**config.mk**
```make
export PLATFORM = sky130hd
export DESIGN_NAME = bram_arb2_flat
export DESIGN_NICKNAME = d
export VERILOG_FILES = /design/src/rtl/bram_arb_pkg.sv /design/src/rtl/bram_arb2_if.sv /design/src/rtl/rd_tag_pipe.sv /design/src/rtl/bram_arb2.sv /design/src/flat_wrapper.sv
export SDC_FILE = /design/constraint.sdc
export NUM_CORES = 1
export LEC_CHECK = 0
export CORE_AREA = 2 2 121 123
export DETAILED_ROUTE_END_ITERATION = 8
export DIE_AREA = 0 0 123 125
export GPL_TIMING_DRIVEN = 1
export SKIP_CTS_REPAIR_TIMING = 1
export SLEW_MARGIN = 20
export SYNTH_ARGS = -nofsm -noshare
export SYNTH_HDL_FRONTEND = slang
export SYNTH_HIERARCHICAL = 1
export SYNTH_SLANG_ARGS = --single-unit
```
**constraint.sdc**
```tcl
create_clock -name clk -period 2.8 [get_ports clk]
set_clock_uncertainty 0.15 [all_clocks]
set_input_delay 0.56 -clock clk [delete_from_list [all_inputs] [get_ports clk]]
set_output_delay 0.56 -clock clk [all_outputs]
set_load 0.005 [all_outputs]
```
**src/rtl/bram_arb_pkg.sv**
```systemverilog
// Shared types for the two-requester BRAM arbiter: owner encoding,
// read-tag layout and the hold counter width helper.
package bram_arb_pkg;

  // Current owner of the memory port.
  typedef enum logic [1:0] {
    OWN_NONE = 2'd0,
    OWN_0    = 2'd1,
    OWN_1    = 2'd2
  } owner_t;

  // Tag travelling alongside each forwarded read.
  typedef struct packed {
    logic valid;
    logic id;
  } tag_t;

  // Width of the hold counter, never narrower than one bit so that
  // MAX_HOLD = 0 (no preemption) still elaborates.
  function automatic int hold_w(input int max_hold);
    int w;
    w = $clog2(max_hold + 1);
    return (w < 1) ? 1 : w;
  endfunction

  localparam int HOLD_W_DEFAULT = hold_w(16);

endpackage

```
**src/rtl/bram_arb2_if.sv**
```systemverilog
// Requester-side bundle of the arbiter.
// Handshake: a requester raises req and keeps it high until it is done;
// gnt is high in every cycle in which that requester owns the memory, and
// only accesses (r_req/addr/w_req/w_data) presented while gnt is high reach
// the memory. r_valid marks r_data as the answer to a read this requester
// issued READ_LAT cycles earlier.
interface bram_arb2_if #(
  parameter int DATA_W = 32,
  parameter int ADDR_W = 32
);
  logic              req;
  logic              gnt;
  logic              r_req;
  logic [ADDR_W-1:0] addr;
  logic [3:0]        w_req;
  logic [DATA_W-1:0] w_data;
  logic [DATA_W-1:0] r_data;
  logic              r_valid;

  // Requester (conv engine, host/DMA loader) side.
  modport master (
    output req, r_req, addr, w_req, w_data,
    input  gnt, r_data, r_valid
  );

  // Arbiter side.
  modport slave (
    input  req, r_req, addr, w_req, w_data,
    output gnt, r_data, r_valid
  );
endinterface

```
**src/rtl/rd_tag_pipe.sv**
```systemverilog
// READ_LAT-deep shift register of read tags; its output lines up with the
// memory's read data so the data can be attributed to the issuer.
module rd_tag_pipe
  import bram_arb_pkg::*;
#(
  parameter int DEPTH = 1
) (
  input  logic clk,
  input  logic rst,
  input  tag_t tag_in,
  output tag_t tag_out
);

  tag_t [DEPTH-1:0] stages;

  // Shift tags one stage per cycle; reset drops every pending read.
  always_ff @(posedge clk or negedge rst) begin
    if (!rst) begin
      stages <= '0;
    end else begin
      stages[0] <= tag_in;
      for (int i = 1; i < DEPTH; i++) begin
        stages[i] <= stages[i-1];
      end
    end
  end

  assign tag_out = stages[DEPTH-1];

endmodule

```
**src/rtl/bram_arb2.sv**
```systemverilog
// Two-requester arbiter sharing one single-port BRAM. Ownership is granted
// from a registered owner state (round-robin on ties, optional hold limit),
// the owner's accesses are muxed combinationally onto the memory and read
// data is tagged back to the requester that issued the read.
module bram_arb2
  import bram_arb_pkg::*;
#(
  parameter int DATA_W   = 32,
  parameter int ADDR_W   = 32,
  parameter int READ_LAT = 1,
  parameter int MAX_HOLD = 16
) (
  input  logic              clk,
  input  logic              rst,
  bram_arb2_if.slave        r0,
  bram_arb2_if.slave        r1,
  output logic              m_r_req,
  output logic [ADDR_W-1:0] m_addr,
  output logic [3:0]        m_w_req,
  output logic [DATA_W-1:0] m_w_data,
  input  logic [DATA_W-1:0] m_r_data,
  output owner_t            dbg_state
);

  localparam int HOLD_W = hold_w(MAX_HOLD);
  localparam logic [HOLD_W-1:0] HOLD_MAX = HOLD_W'((MAX_HOLD == 0) ? 0 : MAX_HOLD - 1);

  owner_t            state;
  owner_t            state_nxt;
  logic              last_owner;
  logic [HOLD_W-1:0] hold_cnt;
  logic              hold_hit;
  tag_t              tag_in;
  tag_t              tag_out;

  // Owner has used up its hold allowance (only meaningful when enabled).
  assign hold_hit = (MAX_HOLD != 0) && (hold_cnt == HOLD_MAX);

  // Next owner: ties go to the requester that did not own last, a release
  // hands over directly to a waiting requester, and an expired hold
  // preempts the owner only while the other side is waiting.
  always_comb begin
    state_nxt = state;
    case (state)
      OWN_NONE: begin
        if (r0.req && r1.req) state_nxt = last_owner ? OWN_0 : OWN_1;
        else if (r0.req)      state_nxt = OWN_0;
        else if (r1.req)      state_nxt = OWN_1;
      end
      OWN_0: begin
        if (!r0.req)                state_nxt = r1.req ? OWN_1 : OWN_NONE;
        else if (hold_hit && r1.req) state_nxt = OWN_1;
      end
      OWN_1: begin
        if (!r1.req)                state_nxt = r0.req ? OWN_0 : OWN_NONE;
        else if (hold_hit && r0.req) state_nxt = OWN_0;
      end
      default: state_nxt = OWN_NONE;
    endcase
  end

  // Owner register, round-robin memory and saturating hold counter.
  always_ff @(posedge clk or negedge rst) begin
    if (!rst) begin
      state      <= OWN_NONE;
      last_owner <= 1'b1;
      hold_cnt   <= '0;
    end else begin
      state <= state_nxt;
      if (state_nxt != state) begin
        hold_cnt <= '0;
        if (state_nxt == OWN_0)      last_owner <= 1'b0;
        else if (state_nxt == OWN_1) last_owner <= 1'b1;
      end else if (state != OWN_NONE && hold_cnt != HOLD_MAX) begin
        hold_cnt <= hold_cnt + HOLD_W'(1);
      end
    end
  end

  assign r0.gnt    = (state == OWN_0);
  assign r1.gnt    = (state == OWN_1);
  assign dbg_state = state;

  // Forward the owner's access; with no owner the memory sees an idle bus.
  always_comb begin
    m_r_req  = 1'b0;
    m_addr   = '0;
    m_w_req  = 4'h0;
    m_w_data = '0;
    case (state)
      OWN_0: begin
        m_r_req  = r0.r_req;
        m_addr   = r0.addr;
        m_w_req  = r0.w_req;
        m_w_data = r0.w_data;
      end
      OWN_1: begin
        m_r_req  = r1.r_req;
        m_addr   = r1.addr;
        m_w_req  = r1.w_req;
        m_w_data = r1.w_data;
      end
      default: ;
    endcase
  end

  // Tag each forwarded read with its issuer so the answer survives a handover.
  assign tag_in.valid = m_r_req;
  assign tag_in.id    = (state == OWN_1);

  rd_tag_pipe #(
    .DEPTH (READ_LAT)
  ) u_rd_tag_pipe (
    .clk     (clk),
    .rst     (rst),
    .tag_in  (tag_in),
    .tag_out (tag_out)
  );

  assign r0.r_valid = tag_out.valid && !tag_out.id;
  assign r1.r_valid = tag_out.valid &&  tag_out.id;
  assign r0.r_data  = m_r_data;
  assign r1.r_data  = m_r_data;

endmodule

```
**src/flat_wrapper.sv**
```systemverilog
// flat-port wrapper written by rule: the top's interface ports become plain ports
module bram_arb2_flat import bram_arb_pkg::*;
#(
  parameter int DATA_W   = 32,
  parameter int ADDR_W   = 32,
  parameter int READ_LAT = 1,
  parameter int MAX_HOLD = 16
)
  (clk, rst, m_r_req, m_addr, m_w_req, m_w_data, m_r_data, dbg_state, r0_req, r0_r_req, r0_addr, r0_w_req, r0_w_data, r0_gnt, r0_r_data, r0_r_valid, r1_req, r1_r_req, r1_addr, r1_w_req, r1_w_data, r1_gnt, r1_r_data, r1_r_valid);
  bram_arb2_if #(.DATA_W(DATA_W), .ADDR_W(ADDR_W)) r0_i ();
  bram_arb2_if #(.DATA_W(DATA_W), .ADDR_W(ADDR_W)) r1_i ();
  input  logic clk;
  input  logic rst;
  output logic m_r_req;
  output logic [ADDR_W-1:0] m_addr;
  output logic [3:0] m_w_req;
  output logic [DATA_W-1:0] m_w_data;
  input  logic [DATA_W-1:0] m_r_data;
  output owner_t dbg_state;
  input wire logic [$bits(r0_i.req)-1:0] r0_req;
  input wire logic [$bits(r0_i.r_req)-1:0] r0_r_req;
  input wire logic [$bits(r0_i.addr)-1:0] r0_addr;
  input wire logic [$bits(r0_i.w_req)-1:0] r0_w_req;
  input wire logic [$bits(r0_i.w_data)-1:0] r0_w_data;
  output wire logic [$bits(r0_i.gnt)-1:0] r0_gnt;
  output wire logic [$bits(r0_i.r_data)-1:0] r0_r_data;
  output wire logic [$bits(r0_i.r_valid)-1:0] r0_r_valid;
  input wire logic [$bits(r1_i.req)-1:0] r1_req;
  input wire logic [$bits(r1_i.r_req)-1:0] r1_r_req;
  input wire logic [$bits(r1_i.addr)-1:0] r1_addr;
  input wire logic [$bits(r1_i.w_req)-1:0] r1_w_req;
  input wire logic [$bits(r1_i.w_data)-1:0] r1_w_data;
  output wire logic [$bits(r1_i.gnt)-1:0] r1_gnt;
  output wire logic [$bits(r1_i.r_data)-1:0] r1_r_data;
  output wire logic [$bits(r1_i.r_valid)-1:0] r1_r_valid;
  assign r0_i.req = r0_req;
  assign r0_i.r_req = r0_r_req;
  assign r0_i.addr = r0_addr;
  assign r0_i.w_req = r0_w_req;
  assign r0_i.w_data = r0_w_data;
  assign r0_gnt = r0_i.gnt;
  assign r0_r_data = r0_i.r_data;
  assign r0_r_valid = r0_i.r_valid;
  assign r1_i.req = r1_req;
  assign r1_i.r_req = r1_r_req;
  assign r1_i.addr = r1_addr;
  assign r1_i.w_req = r1_w_req;
  assign r1_i.w_data = r1_w_data;
  assign r1_gnt = r1_i.gnt;
  assign r1_r_data = r1_i.r_data;
  assign r1_r_valid = r1_i.r_valid;
  bram_arb2 #(.DATA_W(DATA_W), .ADDR_W(ADDR_W), .READ_LAT(READ_LAT), .MAX_HOLD(MAX_HOLD)) u_core (.clk(clk), .rst(rst), .r0(r0_i), .r1(r1_i), .m_r_req(m_r_req), .m_addr(m_addr), .m_w_req(m_w_req), .m_w_data(m_w_data), .m_r_data(m_r_data), .dbg_state(dbg_state));
endmodule
```
==> results.md, run 1 <==
- The switching power total is 0.001324 W.
- The part of the power in the clock network is 7.7%.
- Setup violations remaining at the end of the flow were counted as 0.
- The area share of the largest cell type after synthesis is 23.85%.
- In this run, synthesis inferred 0 flip-flops with an integrated enable.
- The worst hold-check path type is register to register.
- The synthesized area is 0.002172 mm^2.
- The origin of the worst min-delay path is u_core/last_owner.
- In this run switching power makes up 38.92% of total power.
- Traced cell by cell, the critical path runs through inv_4, ha_4, clkbuf_16, a22oi_1, nor2b_1, clkdlybuf4s50_1.
- The number of violations of the max-capacitance limit is 0.
- The Yosys step of the flow raised 6 warnings.
- The cell leakage power is 1.487 nW.
- The most common cell in the synthesized netlist is sky130_fd_sc_hd__nor2b_1.
- The TritonCTS clock tree is yes.
- The start point of the critical path is u_core/dbg_state[1].
- For this design the ratio of total power to cell area is 789.2 mW/mm^2.
- The vertical die dimension is 125 um.
- Together, buffers and inverters on the worst path number 3.
- For this design, the sink count on the clock tree is 10.
- The count of input and output buffers is 216.
- The HPWL after detailed placement is 6811 um.
- The via count is 2692.
- In the final design database the tool counted 626 nets.
- The ratio of final minimum period to clock period is 95.94%.
- Counting flops and latches in the post-synthesis netlist gives 10.
- The total congestion overflow is 0.
- The congestion estimate from routability-driven global placement came to 0.7516.
- The floorplan die width is 123 um.
- Sorting the synthesized cells by how often they occur yields sky130_fd_sc_hd__nor2b_1 (72), sky130_fd_sc_hd__a22oi_1 (69), sky130_fd_sc_hd__buf_4 (64), sky130_fd_sc_hd__clkbuf_1 (20), sky130_fd_sc_hd__nand2_1 (12).
- The number of clock buffers added by TritonCTS is 3.
- Synthesis instantiated 28 different standard cells from the library.
- The standard cell core area is 0.01420 mm^2.
- The kind of start point of the critical path is a register.
- Wires add up to 9160 um.
- The later pin in the worst-skew pair is clocked with a latency of 240 ps.
- In this run the mean area of a mapped cell was 7.240 um^2.
- The largest net degree at the start of global routing is 39.
- The row count is 44.
- The number of antenna diodes in the final layout is 0.
- The antenna violation net count after detailed routing is 0.
- The startpoint of the worst register-to-register path is u_core/hold_cnt[0].
- The die covers 0.01538 mm^2.
- At the pin with the least slew margin, the transition time is 446.5 ps.
- The number of nets in the synthesized netlist is 481.
- In the post-synthesis netlist, the biggest area contributors are sky130_fd_sc_hd__a22oi_1 (24%), sky130_fd_sc_hd__buf_4 (22%), sky130_fd_sc_hd__nor2b_1 (21%).
- The initial detailed-routing violation count is 79.
- In the synthesized netlist the dominant register cell turns out to be sky130_fd_sc_hd__dfrtp_1.
- In the synthesized netlist the async set-or-reset flop fraction comes to 100.0%.
- The initial antenna violation count came to 0.
- The count of pins on the block boundary is 313.
- Of all nets on the critical path, the largest fanout is 17.
- The average wire per cell in the routed design is 14.59 um.
- The area overhead of the layout relative to synthesis is 98.44%.
- On the worst path, the slowest cell contributes a delay of 520 ps.
- Static timing analysis puts the maximum clock frequency at 372.3 MHz.
- Setup repair after global routing left no endpoint under its margin.
- The all-layer global routing usage is 10.09%.
- The run finished with clean final reports.
- The remaining routing DRC violations is 0.
- Once placement finished, the instance area stood at 0.004133 mm^2.
- The clock tree buffer depth is 2.
- The final instance area is 0.004310 mm^2.
- Internal power comes to 0.002078 W.
- The critical path endpoint category is a primary output.
- The worst path required time is 2090 ps.
- The clock-pin transition on the worst setup and hold timing paths is 40 ps.
- The sequential area share after synthesis is 11.58%.
- The clock root buffer master is sky130_fd_sc_hd__clkbuf_16.
- Per report_power, the combinational group accounts for 85.4% of the total.
- The fraction of layout cells with a size suffix above 1 is 5.180%.
- The via count of the first global-routing pass is 2673.
- Sequential cells account for 6.9% of the total power.
- The final hold violation count is 0.
- The relative slew slack is 70.14%.
- The H-tree depth reported by CTS is 1.
- The cell with the largest stage delay on the worst path is sky130_fd_sc_hd__clkdlybuf4s50_1.
- The critical path in this run is classified as register to primary output.
- For this configuration, the core starts out at a cell density of 15.29%.
- The max-slew violation count came to 0.
- The minimum period implied by the final worst setup slack is 2686 ps.
- The count of TritonRoute iterations in the first routing pass is 5.
- The completed layout was analyzed and its total power is 0.003402 W.
- The kind of cell with the highest combined delay along the critical path is buffers and inverters.
- The mean number of vias per cell is 4.287.
- The wire length of the first global-routing pass is 12630 um.
- The worst ir drop on vdd is 0.3485 mV.
- The arrival time of the worst setup path is 1980 ps.
- The cell count after synthesis came out at 300.
- The most area-hungry cell type in the Yosys netlist is sky130_fd_sc_hd__a22oi_1.
placed cells by master, fill, tap and decap left out, drive strengths merged, types with 4 or more instances in the layout:
master | netlist | final
buf | 67 | 9
o21ai | 4 | 4
ha | 7 | 7
nor2 | 10 | 10
nand2 | 12 | 12
dfrtp | 9 | 9
a21oi | 5 | 5
a22oi | 69 | 69
clkdlybuf4s50 | 0 | 216
clkbuf | 20 | 6
inv | 6 | 6
nor2b | 72 | 72
metrics by stage:
step | hold slack (ps) | setup WS (ps) | utilization, % | setup TNS, ps | instances
after floorplan | 114.4 | 230.9 | - | 0 | 300
after global placement | 320.4 | 83.43 | 29.10 | 0 | 620
after detailed placement | 320.6 | 53.55 | 29.10 | 0 | 620
after CTS | 326.2 | -103.2 | 29.65 | -4430 | 624
after global routing | 346.5 | 5.211 | 30.35 | 0 | 628
final | 326.6 | 113.8 | 30.35 | 0 | 628
kinds of logic (layout without fill, tap and decap cells):
kind of cell               count (synthesis)  count (layout)  synth area share [%]
AOI/OAI and AO/OA                         85              85                 28.97
muxes                                      2               2                0.9217
buffers and inverters                     93             237                 27.13
xor gates and xnor gates                   3               3                 1.210
DFF                                       10              10                 11.58
and+or+nand+nor                          100             100                 26.15
adders and majority gates                  7               7                 4.032
metal layers:
layer / vias up / GRT usage [%] / wire length, um
li1: 1271 / - / -
met5: - / 0 / 0
met3: 30 / 4.197 / 1082
met4: 0 / 3.610 / 191
met2: 173 / 17.48 / 4317
met1: 1218 / 10.90 / 3567
power groups by stage:
stage	sequential (W)	clock, W	combinational [W]
floorplan	0.000234	0	0.00141
global placement	0.000231	0	0.00270
detailed placement	0.000236	0	0.00274
CTS	0.000235	0.000265	0.00276
global route	0.000240	0.000278	0.00317
finish	0.000235	0.000260	0.00291
final cells by class:
class                   count  area, um^2
fillers                  1521        9893
repair buffers            227        2355
multi-input cells         197        1369
flip-flops and latches     10       252.7
well taps                 184       230.2
clock buffers               4       78.83
inverters                   6       25.02
final timing paths:
check                                       to  cells past startpoint  slack (ps)
setup / recovery                     m_addr[5]                      6         110
hold / removal               u_core/last_owner                      2         330
setup reg to reg             u_core/last_owner                     10         240
hold reg to reg              u_core/last_owner                      2         330
max in group asynchronous    u_core/last_owner                      1        1680
min in group asynchronous  u_core/dbg_state[0]                      1         490
sequential cells by signal, indices dropped and copies added, names as in the netlist:
signal                        count
u_core/hold_cnt                   5
u_core/dbg_state                  2
u_core/u_rd_tag_pipe/tag_out      2
u_core/last_owner                 1
tightest hold or removal path, stage by stage, from the launching register on:
cell and delay [ps]:
sky130_fd_sc_hd__dfstp_2 370, sky130_fd_sc_hd__inv_1 40, sky130_fd_sc_hd__mux2i_1 50
Note: power is estimated with default switching activity, not from simulation.
==> run 2: changes to the inputs <==
MAX_ROUTING_LAYER = met4   (was not set)
SLEW_MARGIN = 10   (was 20)
==> results.md, run 2 <==
- Summing the sequential cell areas from Yosys gives 11.58% of the chip area.
- Routability-driven placement finished with a final weighted congestion of 0.7612.
- Entering global routing, the biggest net connects 39 pins.
- The count of input and output buffers is 216.
- The count of synthesis-stage warnings from yosys is 6.
- The commonest cells after synthesis are sky130_fd_sc_hd__nor2b_1 (72), sky130_fd_sc_hd__a22oi_1 (69), sky130_fd_sc_hd__buf_4 (64), sky130_fd_sc_hd__clkbuf_1 (20), sky130_fd_sc_hd__nand2_1 (12).
- In the post-synthesis netlist, the biggest area contributors are sky130_fd_sc_hd__a22oi_1 (24%), sky130_fd_sc_hd__buf_4 (22%), sky130_fd_sc_hd__nor2b_1 (21%).
- The via count of the first global-routing pass is 2674.
- The most used flip-flop cell after synthesis is sky130_fd_sc_hd__dfrtp_1.
- After synthesis the cells add up to 0.002172 mm^2.
- The wire length of the first global-routing pass is 12600 um.
- The average footprint of a synthesized cell is 7.240 um^2.
- The share of flip-flops with an asynchronous set or reset is 100.0%.
- The count of unique library cells instantiated by Yosys is 28.
- The H-tree depth reported by CTS is 1.
- The run stopped with a tool error.
- The floorplan die width is 123 um.
- The first error in the log reads "[ERROR DRT-0255] Maze Route cannot find path of net m_r_data[2] in worker of routeBox ( 96600 96600 ) ( 123000 125000 )".
- The most common cell in the synthesized netlist is sky130_fd_sc_hd__nor2b_1.
- The kind of pin the worst path terminates on is a top-level output.
- The last stage reached is detailed routing.
- The row count is 44.
- The number of nets produced by synthesis is 481.
- The last worst endpoint in the global-route repair_timing is m_addr[14].
- The number of enable-type register cells in the synthesized netlist is 0.
- The synthesized design spends more area on one cell type than any other, namely sky130_fd_sc_hd__a22oi_1.
- The count of pins on the block boundary is 313.
- The placed instance count is 620.
- The area share of the largest cell type after synthesis is 23.85%.
- The post-detailed-placement half-perimeter wirelength is 6811 um.
- Summing all placed instances gives a cell area of 0.004133 mm^2.
- The number of synthesized register bits is 10.
- The initial antenna violation count is 0.
- CTS saw 10 sinks.
- For this configuration, the core starts out at a cell density of 15.29%.
- From bottom edge to top edge, the die measures 125 um.
- Summed over all layers, the global routing overflow is 0.
- The total CTS buffers is 3.
- The post-synthesis cell count is 300.
- The clock tree buffer depth is 2.
- For this run, the total global-route usage over all layers was measured as 10.37%.
- The root buffer cell chosen for the clock tree is sky130_fd_sc_hd__clkbuf_16.
-- run 2: cell counts after synthesis --
No cell type changed its count.
-- run 2: cell families after synthesis --
logic type	Yosys count	synth area share, %
AO/OA/AOI/OAI	85	28.97
XOR/XNOR	3	1.210
adder cells (fa/ha/maj)	7	4.032
buffers and inverters	93	27.13
flip-flops	10	11.58
multiplexers	2	0.9217
AND/OR/NAND/NOR	100	26.15
-- run 2: stage by stage --
| stage | setup slack, ps | hold slack (ps) | util (%) | setup TNS [ps] |
|---|---|---|---|---|
| 4_1_cts | -103.2 | 326.2 | 29.65 | -4430 |
| 2_1_floorplan | 230.9 | 114.4 | - | 0 |
| 5_1_grt | 11.01 | 346.5 | 30.35 | 0 |
| 3_3_place_gp | 83.43 | 320.4 | 29.10 | 0 |
| 3_5_place_dp | 53.55 | 320.6 | 29.10 | 0 |
-- run 2: per-layer routing --
metal / track usage, %
met5: -
met2: 17.48
met4: 3.610
met3: 3.102
met1: 11.51
==> run 3: changes to the inputs <==
MAX_ROUTING_LAYER = not set   (was met4)
PLACE_DENSITY_LB_ADDON = 0.15   (was not set)
==> results.md, run 3 (synthesized netlist as in run 1, its figures left out) <==
- The run finished with clean final reports.
- The ratio of final minimum period to clock period is 99.84%.
- The total wire length after detailed routing is 10150 um.
- The wire length of the first global-routing pass is 14010 um.
- The all-layer global routing usage is 11.25%.
- Summed over all cells, the static leakage comes to 2.084 nW.
- Once layout is done, the placed cells without fillers occupy 0.004477 mm^2.
- TritonCTS created 3 clock buffers.
- Setup repair after global routing could not meet its margin everywhere.
- Relative to the synthesized area, the layout overhead comes to 106.1%.
- The overall die area is 0.01538 mm^2.
- The die is 125 um tall.
- The clock-pin transition on the worst setup and hold timing paths is 40 ps.
- The longest clock path from root to sink contains 2 buffers.
- The first detailed-routing pass ran for 4 iterations.
- The fraction of layout cells with a size suffix above 1 is 9.888%.
- The number of nets in the layout is 627.
- In this run, the number of DRC markers left after iteration 0 of detailed routing was 69.
- The total power of the final layout is 0.003470 W.
- Subtracting the final worst setup slack from the clock period gives 2795 ps.
- The path class of the tightest hold or removal check is register to register.
- The largest individual stage delay along the critical path comes from the cell sky130_fd_sc_hd__clkdlybuf4s50_1.
- Measured against its own limit, the worst slew margin works out to 67.04%.
- The tool flagged a number of max-cap violations equal to 0.
- The initial antenna violation count is 0.
- The total placed instance area is 0.004140 mm^2.
- Setup violations remaining at the end of the flow were counted as 0.
- In the layout the commonest cells are sky130_fd_sc_hd__clkdlybuf4s50_1 (183), sky130_fd_sc_hd__a22oi_1 (68), sky130_fd_sc_hd__nor2b_1 (52).
- At the end of routability-driven placement, the weighted congestion stood at 0.7913.
- The root buffer cell chosen for the clock tree is sky130_fd_sc_hd__clkbuf_16.
- The total inserted antenna cells is 0.
- The final hold violation count is 0.
- At the worst endpoint, the arrival time is 2090 ps.
- The via count is 2655.
- The H-tree depth reported by CTS is 1.
- Counting every sink on the clock net gives 10.
- In the routed design, unresolved DRC markers number 0.
- The signal on the critical path passes through clkinvlp_4, ha_4, buf_12, nor2b_2, clkdlybuf4s50_1.
- The setup path with the least slack is of type register to primary output.
- 313 I/O pins were placed.
- The library cell used most frequently in the layout, excluding fill and tap cells, is sky130_fd_sc_hd__clkdlybuf4s50_1.
- The number of flip-flops under the largest register name is 5.
- The max-slew violation count came to 0.
- The instance count along the most critical hold path is 2.
- The average wire per cell in the routed design is 16.13 um.
- The post-detailed-placement half-perimeter wirelength is 7457 um.
- The top register by number of flip-flops is u_core/hold_cnt.
- The worst register-to-register path has a depth of 10.
- Along the worst path, the maximum fanout reaches 34.
- Port buffering added 216 buffers.
- In this run the core area contains 44 standard-cell rows.
- Measured along the x axis, the die boundary spans 123 um.
- The standard cell core area is 0.01420 mm^2.
- The transition at the pin with the smallest max-transition slack is 492.8 ps.
- The worst setup path is launched from a register.
- The worst ir drop on vdd is 0.3553 mV.
- The worst hold slack across all endpoints is 331.6 ps.
- The areal power density over the cells is 775.2 mW/mm^2.
- The fmax is 357.7 MHz.
- The effective utilization at floorplan is 15.29%.
- The critical path endpoint category is a primary output.
- The clock insertion delay at the later pin of the skew report is 240 ps.
- The largest net degree at the start of global routing is 44.
- The antenna violation net count after detailed routing is 0.
- For the worst setup path, the data required time is 2090 ps.
- The via count of the first global-routing pass came to 2633.
- The largest single stage delay on the critical path is 510 ps.
- The TritonCTS clock tree is yes.
- The mean number of vias per cell is 4.221.
- The total congestion overflow is 0.
==> run 3: worst paths after layout <==
| kind | end | from | slack [ps] |
|---|---|---|---|
| max | m_w_data[21] | u_core/dbg_state[1] | 5 |
| min | u_core/last_owner | u_core/last_owner | 330 |
| max reg2reg | u_core/last_owner | u_core/hold_cnt[0] | 240 |
| min reg2reg | u_core/last_owner | u_core/last_owner | 330 |
| max in group asynchronous | u_core/dbg_state[1] | rst | 1630 |
| min in group asynchronous | u_core/hold_cnt[1] | rst | 510 |
==> run 3: cell type report <==
cell class / instances / area [um^2]
fillers: 1512 / 9727
repair buffers: 228 / 2445
multi-input cells: 197 / 1444
flip-flops and latches: 10 / 252.7
well taps: 184 / 230.2
clock buffers: 4 / 78.83
inverters: 6 / 26.28
==> run 3: critical path: cells and delay by family (launching register included) <==
| family | cells | cell delay [ps] |
|---|---|---|
| fa+ha+maj | 1 | 340 |
| simple gates | 1 | 180 |
| buf+inv | 3 | 870 |
| flops | 1 | 440 |
==> run 3: metrics by stage <==
step / instances / setup TNS [ps] / util (%) / worst slack, ps
floorplan: 300 / 0 / - / 230.9
global placement: 621 / 0 / 29.15 / 105.8
detailed placement: 621 / 0 / 29.15 / 46.06
CTS: 625 / -3117 / 29.70 / -92.76
global route: 629 / -2013 / 31.52 / -96.38
finish: 629 / 0 / 31.52 / 4.513
==> run 3: power breakdown <==
part	internal, W	leakage [nW]	switching (W)
sequential	0.000197	0.130	0.0000371
clock	0.000191	0.0382	0.0000660
combinational	0.00171	1.92	0.00127
total	0.00210	2.08	0.00138
==> run 3: layer usage <==
layer,share of wire (%),wire length (um),vias to the layer above,track usage [%]
met5,0,0,-,0
met4,1.5,150,0,2.941
met3,9.8,991,18,3.239
met2,50,5064,149,20.21
met1,39,3942,1212,12.85
li1,-,-,1276,-
==> run 4: changes to the inputs <==
CAP_MARGIN = 20   (was not set)
==> results of run 4 <==
No change in the layout: final DEF, timing and power equal those of run 3.
